[src/rtl/flag_register_unit.sv]
// flag_register_unit
// Z/N/C condition-code register sitting after the execute-stage ALU.
// - Captures ALU flags, applies SETC/CLRC, and clears the tested flag on a
//   taken conditional jump.
// - Keeps a small LIFO of saved flag triples for nested interrupt entry/RTI.
// Optional build macro: FLAG_REGISTER_BYPASS_EN. When it is defined, the flag
// outputs forward the combinational next-flag value whenever the ALU writes
// and the pipe is not stalled.
module flag_register_unit #(
    parameter int STACK_DEPTH = 4,
    parameter int DEPTH_W     = 3
) (
    input  logic               i_clk,
    input  logic               i_reset,
    input  logic               i_stall,
    input  logic               i_alu_we,
    input  logic               i_zero_flag,
    input  logic               i_negative_flag,
    input  logic               i_carry_flag,
    input  logic               i_setc,
    input  logic               i_clrc,
    input  logic [1:0]         i_jmp_cond,
    input  logic               i_save,
    input  logic               i_restore,
    output logic               o_zero_flag,
    output logic               o_negative_flag,
    output logic               o_carry_flag,
    output logic               o_jmp_taken,
    output logic [DEPTH_W-1:0] o_depth,
    output logic               o_full,
    output logic               o_empty,
    output logic               o_error
);

    // Stack is a packed shift register: the top entry always lives in [2:0].
    localparam int                 STACK_W   = 3 * STACK_DEPTH;
    localparam logic [DEPTH_W-1:0] DEPTH_MAX = DEPTH_W'(STACK_DEPTH);
    localparam logic [DEPTH_W-1:0] DEPTH_ONE = DEPTH_W'(1);

    // Jump condition encodings.
    localparam logic [1:0] JMP_NONE = 2'b00;
    localparam logic [1:0] JMP_Z    = 2'b01;
    localparam logic [1:0] JMP_N    = 2'b10;
    localparam logic [1:0] JMP_C    = 2'b11;

    // Flag triple layout is {Z, N, C}.
    logic [2:0]         flags_r;
    logic [STACK_W-1:0] stack_r;
    logic [DEPTH_W-1:0] depth_r;
    logic               error_r;

    logic               empty_s;
    logic               full_s;
    logic               jmp_taken_s;
    logic               pop_s;
    logic               push_s;
    logic               err_s;
    logic [2:0]         base_s;
    logic               carry_s;
    logic [2:0]         upd_s;
    logic [2:0]         next_s;

    // Returns the flag selected by a jump condition (0 for "no jump").
    function automatic logic tested_flag(input logic [2:0] f, input logic [1:0] cond);
        logic r;
        case (cond)
            JMP_Z:   r = f[2];
            JMP_N:   r = f[1];
            JMP_C:   r = f[0];
            JMP_NONE: r = 1'b0;
            default: r = 1'b0;
        endcase
        return r;
    endfunction

    // Clears the flag a taken jump consumes, leaving the other two bits alone.
    function automatic logic [2:0] clear_tested(input logic [2:0] f, input logic [1:0] cond);
        logic [2:0] r;
        case (cond)
            JMP_Z:   r = {1'b0, f[1], f[0]};
            JMP_N:   r = {f[2], 1'b0, f[0]};
            JMP_C:   r = {f[2], f[1], 1'b0};
            JMP_NONE: r = f;
            default: r = f;
        endcase
        return r;
    endfunction

    // Stack status, jump decision and stack-operation qualification.
    always_comb begin
        empty_s     = (depth_r == {DEPTH_W{1'b0}});
        full_s      = (depth_r == DEPTH_MAX);
        jmp_taken_s = tested_flag(flags_r, i_jmp_cond);
        pop_s       = !i_stall && i_restore && !empty_s;
        push_s      = !i_stall && i_save && !i_restore && !full_s;
        err_s       = (i_save && i_restore) || (i_restore && empty_s) || (i_save && full_s);
    end

    // Next-flag priority: a valid pop overrides everything; otherwise
    // ALU/held base, then SETC over CLRC, then the jump clear on top.
    always_comb begin
        if (i_alu_we) begin
            base_s = {i_zero_flag, i_negative_flag, i_carry_flag};
        end else begin
            base_s = flags_r;
        end
        if (i_setc) begin
            carry_s = 1'b1;
        end else if (i_clrc) begin
            carry_s = 1'b0;
        end else begin
            carry_s = base_s[0];
        end
        if (jmp_taken_s) begin
            upd_s = clear_tested({base_s[2:1], carry_s}, i_jmp_cond);
        end else begin
            upd_s = {base_s[2:1], carry_s};
        end
        if (pop_s) begin
            next_s = stack_r[2:0];
        end else begin
            next_s = upd_s;
        end
    end

    // Flag register; held while stalled.
    always_ff @(posedge i_clk or posedge i_reset) begin
        if (i_reset) begin
            flags_r <= 3'b000;
        end else if (!i_stall) begin
            flags_r <= next_s;
        end else begin
            flags_r <= flags_r;
        end
    end

    // Save stack and depth count; push captures the pre-update flags.
    always_ff @(posedge i_clk or posedge i_reset) begin
        if (i_reset) begin
            stack_r <= {STACK_W{1'b0}};
            depth_r <= {DEPTH_W{1'b0}};
        end else if (pop_s) begin
            stack_r <= stack_r >> 3'd3;
            depth_r <= depth_r - DEPTH_ONE;
        end else if (push_s) begin
            stack_r <= (stack_r << 3'd3) | STACK_W'(flags_r);
            depth_r <= depth_r + DEPTH_ONE;
        end else begin
            stack_r <= stack_r;
            depth_r <= depth_r;
        end
    end

    // Error pulse register; a stalled cycle drops any pending pulse so it
    // can never appear twice or late.
    always_ff @(posedge i_clk or posedge i_reset) begin
        if (i_reset) begin
            error_r <= 1'b0;
        end else if (i_stall) begin
            error_r <= 1'b0;
        end else begin
            error_r <= err_s;
        end
    end

    assign o_jmp_taken = jmp_taken_s;
    assign o_depth     = depth_r;
    assign o_full      = full_s;
    assign o_empty     = empty_s;
    assign o_error     = error_r & ~i_stall;

`ifdef FLAG_REGISTER_BYPASS_EN
    assign {o_zero_flag, o_negative_flag, o_carry_flag} =
        (i_alu_we && !i_stall) ? next_s : flags_r;
`else
    assign {o_zero_flag, o_negative_flag, o_carry_flag} = flags_r;
`endif

endmodule

[config.mk]
export PLATFORM = sky130hd
export DESIGN_NAME = flag_register_unit
export DESIGN_NICKNAME = d
export VERILOG_FILES = /design/src/rtl/flag_register_unit.sv
export SDC_FILE = /design/constraint.sdc
export NUM_CORES = 1
export LEC_CHECK = 0
export CAP_MARGIN = 0
export CORE_MARGIN = 3
export CORE_UTILIZATION = 30
export CTS_CLUSTER_DIAMETER = 150
export DETAILED_ROUTE_END_ITERATION = 10
export PLACE_DENSITY_LB_ADDON = 0.15
export SYNTH_ARGS = -nofsm -noshare
export SYNTH_HDL_FRONTEND = slang
export SYNTH_SLANG_ARGS = --single-unit
[constraint.sdc]
create_clock -name i_clk -period 4.1 [get_ports i_clk]
set_input_delay 0.82 -clock i_clk [delete_from_list [all_inputs] [get_ports i_clk]]
set_output_delay 0.82 -clock i_clk [all_outputs]
set_load 0.005 [all_outputs]
==> impl_metrics.csv, run 1 <==
group,metric,value,unit
power_and_ir_drop,leakage,0.556,nW
timing,worst_pin_slew,0.784,ns
hold_path,hold_start,"stack_r[10]",
layout,stdcell_area,1350,µm²
drt,wl,2350,µm
timing,finalWorstSetupSlack,1.13,ns
timing,drv_slew,0,
clock_tree,cts_max_path_buffers,2,
worst_setup_path,timing.rr.start,"o_depth[2]",
worst_setup_path,worst_path_most_repeated_cell,"clkdlybuf4s50_1",
layout,nNetsFinal,143,
power_and_ir_drop,p_int,0.484,mW
power_and_ir_drop,sw_frac_of_total,0.381,
timing,tns,0,ns
hold_path,hold_class,"reg2reg",
layout,insertedDiodeCount,0,
clock_tree,cts_tree,"done",
synth,synth.distinct_cells,31,
worst_setup_path,r2r-end,"o_depth[2]",
hold_path,holdPathEnd,"stack_r[10]",
synth,ys_seq_area_frac,0.444,
synth,synthCells,106,
clock_tree,cts.sinks,19,
layout,syn2layout_area_growth,25.9,%
layout,seq_area,475,µm²
layout,layout_commonest_cell,"clkdlybuf4s50_1",
synth,syn-cell-area,1070,µm²
worst_setup_path,critPathMaxFanout,11,
layout,multiInputGateArea,524,µm²
worst_setup_path,crit_chain,"clkdlybuf4s50_1 > nor2b_1 > clkdlybuf4s50_1",
worst_setup_path,cp_slowest_cell,"clkdlybuf4s50_1",
timing,rsz0062_at_grt,"no",
layout,final_core_util,0.398,
drt,firstDrtPassIters,4,
hold_path,min_path_cells,2,
place,place_area,1320,µm²
power_and_ir_drop,clkPwrFrac,0.127,
layout,fillers,344,
place,place_congestion,0.744,
power_and_ir_drop,totalPowerFinal,0.783,mW
die,die_w,65.8,µm
power_and_ir_drop,p_sw,0.298,mW
timing,skew,0.00350,ns
die,rows,21,
synth,synth-seq-cells,19,
timing,clock.fmax,0.337,GHz
power_and_ir_drop,seqPwrFrac,0.451,
worst_setup_path,worst-setup-path-type,"in2out",
clock_tree,cts_inserted_buffers,3,
synth,synth_warnings,0,
drt,post-route-drc-count,0,
die,start_util,0.316,
power_and_ir_drop,cellPowerDensity,580,nW/µm²
place,place_ws,1.08,ns
die,top_level_ports,23,
worst_setup_path,critPathRequiredTime,3.28,ns
clock_tree,postCtsHoldBufs,0,
global_routing,grt_util_all_layers,0.125,
worst_setup_path,crit_path_start_kind,"input port",
timing,finalHoldViolCount,0,
global_routing,grt_pass1_wl,4070,µm
worst_setup_path,reg2reg_depth,9,
drt,drt-initial-drc-count,15,
layout,drive_above_1_share,0.117,
power_and_ir_drop,peakVddDrop,201,µV
global_routing,grt_max_degree,22,
global_routing,antenna_found_initial,0,
global_routing,grt_overflow_total,0,
clock_tree,cts_root_buf,"clkbuf_4",
drt,post_drt_via_cell_ratio,4.72,
power_and_ir_drop,p_comb_frac,0.422,
clock_tree,clock_latency,0.30,ns
global_routing,grt_pass1_vias,866,
timing,setup_viol,0,
clock_tree,cts_setup_buffers,0,
clock_tree,clkTransAtPathRegs,0.11,ns
synth,synthesis.nets,120,
worst_setup_path,arrival,2.15,ns
clock_tree,h-tree-depth,1,
timing,period_minus_slack,2.97,ns
place,dp_hpwl,1730,µm
die,fp.coreArea,3390,µm²
timing,relSlewSlack,0.473,
timing,post-route-period-util,0.725,
outcome,status,"finished clean",
worst_setup_path,crit_path_end_kind,"output port",
flow_run,drv_cap,0,
worst_setup_path,r2r_setup_slack,1.98,ns
die,die_h,65.8,µm
synth,avgSynthCellArea,10.1,µm²
worst_setup_path,slowest_delay,0.63,ns
drt,drtAntennaViolNets,0,
layout,final_cell_mix,"clkdlybuf4s50_1 (22), dfrtp_1 (19), nor2_1 (18), mux2i_1 (14), a21oi_1 (8)",
drt,routedWlPerCell,13.5,µm
drt,vias,822,
die,die-area,4320,µm²
place,placement.io_buffers,22,
clock_tree,cts_resized,0,
-- cell type report --
class	count	area share
Multi-Input combinational cell	74	0.389
Sequential cell	19	0.353
Timing Repair Buffer	24	0.174
Tap cell	46	0.0427
Inverter	7	0.0195
Clock buffer	3	0.0167
Clock inverter	1	0.00557
-- cells in the mapped netlist --
cell | instances | area share
o21ai_0 | 2 | 0.0093
nand3b_1 | 1 | 0.0070
a211oi_2 | 1 | 0.012
and2_1 | 1 | 0.0058
buf_1 | 1 | 0.0035
nor3_2 | 1 | 0.0093
a31oi_1 | 3 | 0.018
a22oi_1 | 2 | 0.014
fa_1 | 1 | 0.019
xor2_1 | 1 | 0.0082
o211ai_1 | 1 | 0.0070
xnor2_1 | 1 | 0.0082
buf_8 | 1 | 0.014
a21oi_1 | 8 | 0.037
buf_6 | 1 | 0.011
nor2b_1 | 1 | 0.0058
nor2_1 | 18 | 0.063
o31ai_1 | 2 | 0.014
o32ai_1 | 1 | 0.0082
a21oi_2 | 5 | 0.041
o22a_1 | 1 | 0.0082
mux2_2 | 1 | 0.011
nand2_1 | 3 | 0.011
inv_1 | 7 | 0.025
nor3b_4 | 1 | 0.018
mux2i_1 | 14 | 0.13
a211o_1 | 1 | 0.0082
o22ai_1 | 2 | 0.012
buf_2 | 3 | 0.014
dfrtp_1 | 19 | 0.44
nand2b_1 | 1 | 0.0058
-- worst max path at each step --
stage | from | endpoint | slack [ns] | cells past startpoint
2_1_floorplan | i_restore | o_depth[2] | 1.70 | 9
3_3_place_gp | i_stall | o_error | 1.12 | 3
3_5_place_dp | i_stall | o_depth[2] | 1.08 | 9
4_1_cts | i_stall | o_error | 1.10 | 3
5_1_grt | i_stall | o_error | 1.03 | 3
6_report | i_stall | o_error | 1.13 | 3
-- through the flow --
stage | cells | hold slack, ns
floorplan | 106 | 0.489
global placement | 170 | 0.516
detailed placement | 170 | 0.521
CTS | 174 | 0.550
global route | 174 | 0.560
finish | 174 | 0.542
-- power groups by stage --
stage,Sequential (mW),Combinational (mW),Clock (mW)
floorplan,0.329,0.234,0
global placement,0.357,0.329,0
detailed placement,0.358,0.335,0
CTS,0.355,0.336,0.108
global route,0.366,0.373,0.116
finish,0.353,0.330,0.0998
-- logic make-up after synthesis --
kind of cell / synth area share
flip-flops: 0.444
AND/OR/NAND/NOR: 0.125
buffers and inverters: 0.0666
AO/OA/AOI/OAI: 0.188
multiplexers: 0.141
XOR/XNOR: 0.0164
adder cells (fa/ha/maj): 0.0187
-- worst max-delay path, delay by kind of cell --
family | cells | cell delay, ns
buffers and inverters | 2 | 1.14
and+or+nand+nor | 1 | 0.19
-- metal layers --
layer  routed length [µm]  track usage
met1                 1040        0.145
met2                 1190        0.215
met3                   80       0.0359
met4                   36       0.0466
met5                    0            0
-- flip-flops by register name (all words and copies together) (netlist names) --
register,cells
o_depth,3
stack_r,12
flags_r,3
error_r,1
No activity file was read; power rests on OpenSTA's default activity.
==> run 2: changes to the inputs <==
- clock period: 4.1 -> 2.5 ns (I/O delays scaled with it)
==> run 2 against run 1 <==
Setup slack worse by 0.95 ns. Via count is 2.9% higher. Clock-buffer cell count stayed put. Largest cell class unchanged. Flip-flop and latch count stayed put. Highest routed layer unchanged. Non-clock buffer count is 3 higher. Largest power group unchanged.
==> impl_metrics.csv, run 2 (synthesis results as in run 1) <==
group,metric,value,unit
drt,routedWlPerCell,13.3,µm
timing,worst_pin_slew,0.790,ns
drt,met1_length,1060,µm
place,place_congestion,0.778,
drt,met2_length,1200,µm
die,rows,21,
die,start_util,0.316,
worst_setup_path,critPathRequiredTime,2.00,ns
die,die-area,4320,µm²
drt,post-route-drc-count,0,
die,fp.coreArea,3390,µm²
clock_tree,cts_setup_buffers,0,
clock_tree,cts_root_buf,"clkbuf_4",
timing,clock.fmax,0.430,GHz
hold_path,hold_class,"reg2reg",
timing,setup_viol,0,
worst_setup_path,critPathMaxFanout,4,
global_routing,grt_max_degree,22,
die,die_h,65.8,µm
clock_tree,clock_latency,0.30,ns
clock_tree,h-tree-depth,1,
clock_tree,cts_inserted_buffers,3,
worst_setup_path,crit_start,"i_jmp_cond[0]",
drt,wl,2350,µm
power_and_ir_drop,totalPowerFinal,1.29,mW
hold_path,hold_start,"stack_r[0]",
timing,skew,0.00334,ns
power_and_ir_drop,peakVddDrop,360,µV
layout,nNetsFinal,146,
global_routing,antenna_found_initial,0,
die,die_w,65.8,µm
place,dp_hpwl,1740,µm
worst_setup_path,r2r-end,"o_depth[2]",
worst_setup_path,r2r_setup_slack,0.69,ns
drt,firstDrtPassIters,4,
drt,drtAntennaViolNets,0,
worst_setup_path,worst-setup-path-type,"in2out",
place,placement.io_buffers,22,
outcome,status,"finished clean",
layout,final_cell_mix,"clkdlybuf4s50_1 (22), dfrtp_1 (19), nor2_1 (18), mux2i_1 (14), a21oi_1 (8)",
layout,insertedDiodeCount,0,
timing,rsz0062_at_grt,"no",
drt,drt-initial-drc-count,37,
layout,final_core_util,0.404,
clock_tree,clkTransAtPathRegs,0.12,ns
timing,tns,0,ns
global_routing,grt_pass1_vias,887,
worst_setup_path,reg2reg_depth,6,
die,top_level_ports,23,
drt,route.met3.wl,65,µm
layout,largest_reg_flops,12,
timing,post-route-period-util,0.930,
layout,layout_commonest_cell,"clkdlybuf4s50_1",
hold_path,holdPathEnd,"flags_r[0]",
global_routing,grt_pass1_wl,4230,µm
layout,fillers,343,
timing,drv_slew,0,
clock_tree,cts_resized,0,
timing,relSlewSlack,0.469,
timing,finalHoldViolCount,0,
timing,period_minus_slack,2.32,ns
worst_setup_path,arrival,1.82,ns
layout,syn2layout_area_growth,27.8,%
worst_setup_path,crit_path_start_kind,"input port",
global_routing,grt_util_all_layers,0.126,
power_and_ir_drop,cellPowerDensity,941,nW/µm²
drt,vias,846,
power_and_ir_drop,leakage,0.574,nW
flow_run,drv_cap,0,
hold_path,min_path_cells,2,
clock_tree,cts_tree,"done",
worst_setup_path,crit_path_end_kind,"output port",
clock_tree,cts_max_path_buffers,2,
timing,worst_hold_slack,0.541,ns
drt,highest-signal-layer,"met4",
global_routing,grt_overflow_total,0,
layout,largest_register,"stack_r",
clock_tree,cts.sinks,19,
drt,post_drt_via_cell_ratio,4.78,
layout,drive_above_1_share,0.137,
clock_tree,postCtsHoldBufs,0,
worst_setup_path,timing.rr.start,"o_depth[2]",
[run 2: changes by cell type in the layout (fill, tap and decap cells not counted)]
cell and change:
buf_4 +3, clkinvlp_4 -1, clkinv_2 +1
[run 2: worst max-delay path by stage]
stage,cells after the start,endpoint
2_1_floorplan,9,o_depth[2]
3_3_place_gp,4,o_jmp_taken
3_5_place_dp,4,o_jmp_taken
4_1_cts,4,o_jmp_taken
5_1_grt,4,o_jmp_taken
6_report,4,o_jmp_taken
[run 2: worst max-delay path, stage by stage]
cell             delay, ns
clkdlybuf4s50_1       0.56
mux2i_1               0.10
o21ai_0               0.15
clkdlybuf4s50_1       0.52
[run 2: routing by layer]
metal | vias up | GRT usage
li1 | 424 | -
met1 | 410 | 0.161
met2 | 10 | 0.208
met3 | 2 | 0.0205
met4 | 0 | 0.0570
met5 | - | 0
[run 2: final cells by class]
type,instances,area (µm²),area share
Multi-Input combinational cell,74,524,0.383
Sequential cell,19,475,0.347
Timing Repair Buffer,27,258,0.188
Tap cell,46,57.6,0.0420
Inverter,7,26.3,0.0192
Clock buffer,3,22.5,0.0165
Clock inverter,1,5.00,0.00366
[run 2: power by group]
group	internal, mW	switching (mW)	leakage, nW	total (mW)
combinational	0.308	0.245	0.342	0.553
clock	0.0595	0.100	0.0177	0.160
sequential	0.438	0.138	0.215	0.575
total	0.805	0.484	0.574	1.29
[run 2: metrics by stage]
stage	std cells	cell area [µm²]	setup slack (ns)
after global routing	177	1370	0.118
after CTS	177	1370	0.175
after global placement	173	1340	0.224
final	177	1370	0.176
after floorplan	106	1070	0.421
after detailed placement	173	1340	0.178
==> run 3: changes to the inputs <==
- HOLD_SLACK_MARGIN: not set -> 0.08
==> results of run 3 <==
Final layout, timing and power as in run 2 (identical DEF).
